### config.mk
export PLATFORM = sky130hd
export DESIGN_NAME = seq_alu
export DESIGN_NICKNAME = d
export VERILOG_FILES = /design/src/rtl/seq_alu_pkg.sv /design/src/rtl/shr_barrel.sv /design/src/rtl/seq_alu.sv
export SDC_FILE = /design/constraint.sdc
export NUM_CORES = 1
export LEC_CHECK = 0
export CAP_MARGIN = 40
export CORE_AREA = 2 2 44 55
export DETAILED_ROUTE_END_ITERATION = 10
export DIE_AREA = 0 0 46 57
export HOLD_SLACK_MARGIN = 0.03
export PLACE_DENSITY = 0.82
export SYNTH_ARGS = -nofsm -noshare
export SYNTH_HDL_FRONTEND = slang
export SYNTH_SLANG_ARGS = --single-unit
### constraint.sdc
create_clock -name clk -period 1.8 [get_ports clk]
set_input_delay 0.36 -clock clk [delete_from_list [all_inputs] [get_ports clk]]
set_output_delay 0.36 -clock clk [all_outputs]
set_load 0.01 [all_outputs]
### src/rtl/seq_alu_pkg.sv
`default_nettype none
// ============================================================================
//  Module   : seq_alu_pkg
//  Purpose  : Shared constants for the sequential ALU and the test-sequence
//             controller that feeds it: opcode values, FSM state encoding
//             and the default datapath width.
//  Revision : 1.0 - initial release
// ============================================================================
package seq_alu_pkg;

   // Default operand / result width
   localparam int DEFAULT_WIDTH = 7;

   // Opcodes (also driven by the controller)
   localparam logic OP_NOT = 1'b0;
   localparam logic OP_SHR = 1'b1;

   // FSM state encoding
   localparam logic [1:0] IDLE  = 2'd0;
   localparam logic [1:0] SHIFT = 2'd1;
   localparam logic [1:0] DONE  = 2'd2;

endpackage : seq_alu_pkg
`default_nettype wire

### src/rtl/shr_barrel.sv
`default_nettype none
// ============================================================================
//  Module   : shr_barrel
//  Purpose  : Single-cycle logical right shift with saturation. A shift
//             amount of WIDTH or more yields zero.
//  Ports    : A  - operand
//             n  - shift amount (already saturated by the caller is fine)
//             Y  - A >> n, zero filled from the MSB
//  Config   : Only compiled when SEQ_ALU_FAST_SHR_EN is defined; the default
//             build uses the iterative shifter inside seq_alu instead.
//  Revision : 1.0 - initial release
// ============================================================================
`ifdef SEQ_ALU_FAST_SHR_EN
module shr_barrel #(
   parameter int WIDTH = 7,
   parameter int CW    = $clog2(WIDTH + 1)
) (
   input  logic [WIDTH-1:0] A,
   input  logic [CW-1:0]    n,
   output logic [WIDTH-1:0] Y
);

   assign Y = (n >= CW'(WIDTH)) ? '0 : (A >> n);

endmodule : shr_barrel
`endif
`default_nettype wire

### src/rtl/seq_alu.sv
`default_nettype none
// ============================================================================
//  Module   : seq_alu
//  Purpose  : Sequential two-operation ALU (NOT / logical shift right).
//             NOT finishes in one cycle; SHR shifts one bit per clock
//             unless the barrel shifter option is compiled in. The result
//             and zero flag are registered and offered through a
//             valid/ready handshake.
//  Ports    : clk, reset (async, active high)
//             A, B, OP, in_valid, in_ready  - operation input handshake
//             Y, Z, out_valid, out_ready    - result output handshake
//  Config   : SEQ_ALU_FAST_SHR_EN - single-cycle barrel SHR (shr_barrel),
//             SHIFT state is then never entered.
//  Revision : 1.0 - initial release
// ============================================================================
module seq_alu
   import seq_alu_pkg::*;
#(
   parameter int WIDTH = DEFAULT_WIDTH
) (
   input  logic             clk,
   input  logic             reset,
   input  logic [WIDTH-1:0] A,
   input  logic [WIDTH-1:0] B,
   input  logic             OP,
   input  logic             in_valid,
   output logic             in_ready,
   output logic [WIDTH-1:0] Y,
   output logic             Z,
   output logic             out_valid,
   input  logic             out_ready
);

   localparam int c_CNT_W = $clog2(WIDTH + 1);

   logic [1:0]         r_state;
   logic [1:0]         w_next_state;
   logic [WIDTH-1:0]   r_y;
   logic               r_z;
   logic [c_CNT_W-1:0] r_cnt;

   logic [c_CNT_W-1:0] w_n;          // saturated shift amount
   logic [WIDTH-1:0]   w_shr_y;      // value loaded into Y on an SHR accept
   logic               w_shr_done;   // SHR completes at the accept edge
   logic [WIDTH-1:0]   w_load_y;
   logic               w_load_done;

   // B below WIDTH always fits in the counter, so truncation is lossless
   assign w_n = (B >= WIDTH'(WIDTH)) ? c_CNT_W'(WIDTH) : c_CNT_W'(B);

`ifdef SEQ_ALU_FAST_SHR_EN
   shr_barrel #(
      .WIDTH (WIDTH),
      .CW    (c_CNT_W)
   ) u_shr_barrel (
      .A (A),
      .n (w_n),
      .Y (w_shr_y)
   );
   assign w_shr_done = 1'b1;
`else
   // Iterative path: load A unchanged, shift it in SHIFT
   assign w_shr_y    = A;
   assign w_shr_done = (w_n == '0);
`endif

   assign w_load_y    = (OP == OP_NOT) ? ~A : w_shr_y;
   assign w_load_done = (OP == OP_NOT) || w_shr_done;

   // ------------------------------------------------------------------
   // FSM: state register
   // ------------------------------------------------------------------
   always_ff @(posedge clk or posedge reset) begin
      if (reset) r_state <= IDLE;
      else       r_state <= w_next_state;
   end

   // ------------------------------------------------------------------
   // FSM: next-state logic
   // ------------------------------------------------------------------
   always_comb begin
      w_next_state = r_state;
      case (r_state)
         IDLE:    if (in_valid) w_next_state = w_load_done ? DONE : SHIFT;
         SHIFT:   if (r_cnt == c_CNT_W'(1)) w_next_state = DONE;
         DONE:    if (out_ready) w_next_state = IDLE;
         default: w_next_state = IDLE;
      endcase
   end

   // ------------------------------------------------------------------
   // FSM: outputs
   // ------------------------------------------------------------------
   always_comb begin
      in_ready  = (r_state == IDLE);
      out_valid = (r_state == DONE);
   end

   // ------------------------------------------------------------------
   // Datapath: result, zero flag and shift counter
   // ------------------------------------------------------------------
   always_ff @(posedge clk or posedge reset) begin
      if (reset) begin
         r_y   <= '0;
         r_z   <= 1'b0;
         r_cnt <= '0;
      end else begin
         case (r_state)
            IDLE: begin
               if (in_valid) begin
                  r_y <= w_load_y;
                  if (w_load_done) r_z   <= (w_load_y == '0);
                  else             r_cnt <= w_n;
               end
            end
            SHIFT: begin
               r_y   <= r_y >> 1;
               r_cnt <= r_cnt - c_CNT_W'(1);
               // Last step: flag reflects the value being written now
               if (r_cnt == c_CNT_W'(1)) r_z <= ((r_y >> 1) == '0);
            end
            default: ;
         endcase
      end
   end

   assign Y = r_y;
   assign Z = r_z;

endmodule : seq_alu
`default_nettype wire
==> metrics.md, run 1 <==
| Metric | Value |
|---|---|
| Final Max Slew Viols | 0 |
| Worst-case reg-to-reg path depth | 4 |
| Congestion Overflow GR | 0 |
| Boundary pin count | 29 |
| Setup crit end kind | output pin |
| CTS clk-pin slew, worst paths | approximately 80 ps |
| CP max stage delay | roughly 560 ps |
| Avg Synthesized Cell Area | about 9.5 um^2 |
| Top layer in use | met4 |
| Met3 wire len | roughly 110 um |
| Final worst-path cycle share | between 90% and 100% |
| Skew final | approximately 7.3 ps |
| Simple-gate share of the synthesized area | 20.1% |
| Crit-path leading delay family | buffers and inverters |
| Vias | 873 |
| Worst-Skew Late Latency | roughly 290 ps |
| Post-synth cell types | 38 |
| Setup bufs post-CTS | 0 |
| R2R Setup Slk | ~330 ps |
| Top cells by area, synth | dfrtp_1 (36%), o22ai_1 (7.6%), xnor2_1 (4.8%), nor4_2 (4.1%), a21oi_1 (3.3%) |
| VDD IR max | slightly below 0.8 mV |
| First DRT Iteration DRCs | 20 |
| Post-Synth Adder-Cell Area | about 2.8% |
| XOR/XNOR Fraction of Synth Area | 6.78% |
| Residual DRC | 0 |
| Largest family of logic cells by synthesized area | compound AO/OA/AOI/OAI gates |
| Routed vias/inst | ~5.8 |
| Die Width | about 46 um |
| Initial antenna violation count | 0 |
| Layout cells sized above 1 | about 20% |
| Starting density of the core | between 40% and 50% |
| Status | complete, no violations |
| Vias in the first global route | roughly 810 |
| Final WL | ~2200 um |
| RSZ-0062 raised after global routing | false |
| First-pass GRT wire length | ~3500 um |
| Total CTS buffers | 3 |
| DP HPWL | around 1800 um |
| Minimum clock period | 1650 ps |
| Multiplexer share of the synthesized area | ~1.1% |
| Mapped Nets | 116 |
| Core Area | ~0.0021 mm^2 |
| Post-layout total power | roughly 1.8 mW |
| Post-CTS sizing | 5 |
| Die H | 57 um |
| Met1 WL | about 940 um |
| Area delta synth->final | 39.4% |
| Max-slew headroom | between 60% and 70% |
| Setup WS pre-CTS | -40.6 ps |
| DIE AREA | ~0.0026 mm^2 |
| Htree depth | 1 |
| Worst setup SP type | register |
| Yosys top cell area share | 36.0% |
| CP Cell Sequence | clkdlybuf4s50_1 |
| Seq cells post-synth | 13 |
| Reg2reg start | Y[2]$_DFFE_PP0P_ |
| TritonRoute pass-1 iters | 4 |
| Synth Instances | 95 |
| WP buf/inv | 1 |
| # rows | 19 |
| Sequential fraction of the synthesis area | a little over a third |
| CTS Hold Bufs | 0 |
| Routed length on met2 | 1160 um |
| Cells after DPL | between 100 and 150 |
| Max-Cap Viols | 0 |
| Worst Slack Setup Final | 151 ps |
| Compound-Gate Fraction of Synth Area | 26.0% |
| Worst-margin pin slew | 500 ps |
| Clock sinks | 13 |
| Hold Fails Final Rpt | 0 |
| R2r endpoint | Z$_DFFE_PP0P_ |
| Worst Path Arrival | 1290 ps |
| CP required | 1440 ps |
| Clock tree from TritonCTS | done |
| Crit-path slowest cell | clkdlybuf4s50_1 |
| Antenna-violating nets left | 0 |
| CTS max path bufs | 2 |
| IO Port Bufs | 28 |
| Yosys warning count | 0 |
| Hold crit path type | primary input to async pin |
| Fill cell count | a little under 200 |
| Yosys top cell by area | dfrtp_1 |
| CP Depth | 1 |
| Fin nets | about 150 |
| Power Density | roughly 1400 mW/mm^2 |
| Critical path startpoint | Y[4]$_DFFE_PP0P_ |
| Non-filler cells, final | 151 |
| Area of the mapped netlist | 905 um^2 |
| DR WL/cell | ~15 um |
| Pin count of the biggest net entering global routing | 14 |
| Final instance area | 0.00126 mm^2 |
| Crit-path max FO | 5 |
| Final setup fails | 0 |
| Pleak | 0.514 nW |
| GR Util All Layers | approximately 18% |
| Final GP Congestion | around 0.86 |
| Crit Path Class | register to output pin |
| Area after DPL | about 0.0012 mm^2 |
| Diode count | 0 |
| F_max | between 600 and 700 MHz |
| Worst setup path end | Y[4] |
| Clock Root Buffer | clkbuf_4 |
-- cell usage after synthesis --
cell and number:
o21ai_0 1, nand2b_4 1, xor2_1 2, or4_4 1
and2b_2 1, xnor2_1 5, nor4_1 1, nor4b_1 1
o32ai_1 1, nand2b_1 1, nor4_2 3, dfrtp_1 13
nand2b_2 1, and4_1 1, o221ai_1 1, a21oi_1 6
nor3_1 3, ha_1 2, buf_4 1, a211oi_2 1
buf_2 1, a211o_4 1, inv_1 7, o211ai_1 1
a221oi_2 1, a22o_2 1, a22oi_1 1, buf_6 2
nor2_1 7, clkbuf_2 1, or4_1 1, a21o_1 1
o22a_1 1, o22ai_1 11, o21ai_1 2, a2bb2oi_1 2
nand2_1 6, mux2i_1 1
-- per-stage QoR --
step	hold slack, ps	setup TNS, ps	util (%)
after floorplan	237	0	-
after global placement	520	-15.4	57.5
after detailed placement	548	-79.1	57.5
after CTS	399	0	58.9
after global routing	455	0	58.9
final	386	0	58.9
-- state kept, by name, indices dropped and copies added, names as in the netlist --
| signal | count |
|---|---|
| r_state | 2 |
| Y | 7 |
| Z | 1 |
| r_cnt | 3 |
-- power breakdown --
group / leakage (nW) / switching, mW / internal, mW
Combinational: 0.348 / 0.461 / 0.528
Clock: 0.0177 / 0.103 / 0.0828
Sequential: 0.149 / 0.170 / 0.443
-- kinds of logic after synthesis --
logic type / count (synthesis)
AO/OA/AOI/OAI: 32
AND/OR/NAND/NOR: 28
flip-flops: 13
buffers and inverters: 12
XOR/XNOR: 7
adder cells (fa/ha/maj): 2
multiplexers: 1
-- worst min-delay path by stage --
stage,start,end,slack (ps),depth (start not counted)
finish,reset,Y[3]$_DFFE_PP0P_,390,2
global route,reset,Y[5]$_DFFE_PP0P_,450,2
CTS,reset,Y[3]$_DFFE_PP0P_,400,2
detailed placement,r_cnt[2]$_DFFE_PP0P_,r_cnt[2]$_DFFE_PP0P_,550,2
global placement,r_cnt[2]$_DFFE_PP0P_,r_cnt[2]$_DFFE_PP0P_,520,2
floorplan,reset,Y[0]$_DFFE_PP0P_,240,1
-- cells in the final DEF (no fill, tap or decap), types with 2 or more instances in the layout --
cell | synthesis | final
clkdlybuf4s50_1 | 0 | 26
dfrtp_1 | 13 | 11
o22ai_1 | 11 | 11
buf_4 | 1 | 8
inv_1 | 7 | 7
nor2_1 | 7 | 6
a21oi_1 | 6 | 6
nand2_1 | 6 | 6
xnor2_1 | 5 | 5
nor4_2 | 3 | 3
nor3_1 | 3 | 3
clkbuf_4 | 0 | 3
o21ai_1 | 2 | 2
xor2_1 | 2 | 2
a2bb2oi_1 | 2 | 2
ha_1 | 2 | 2
dlygate4sd2_1 | 0 | 2
dfrtp_2 | 0 | 2
-- routing by layer --
metal  global-route usage [%]  vias to the layer above
met5                        0                        -
met4                     6.12                        0
met3                     4.11                        6
met2                     30.6                       26
met1                     22.2                      419
li1                         -                      422
-- final cells by class --
class	count	area [um^2]	area share [%]
Clock buffer	3	22.5	1.79
Tap cell	21	26.3	2.08
Multi-Input combinational cell	70	515	40.9
Sequential cell	13	328	26.0
Inverter	7	26.3	2.08
Timing Repair Buffer	36	338	26.8
Clock inverter	1	5.00	0.397
Power figures use the tool's default switching activity.
==> run 2, diff against run 1 <==
--- a/config.mk
+++ b/config.mk
@@ -5,7 +5,7 @@
 export SDC_FILE = /design/constraint.sdc
 export NUM_CORES = 1
 export LEC_CHECK = 0
-export CAP_MARGIN = 40
+export ABC_CLOCK_PERIOD_IN_PS = 1800
 export CORE_AREA = 2 2 44 55
 export DETAILED_ROUTE_END_ITERATION = 10
 export DIE_AREA = 0 0 46 57
==> results of run 2 <==
Same layout as run 1: the final DEF is identical, and so are final timing and power.
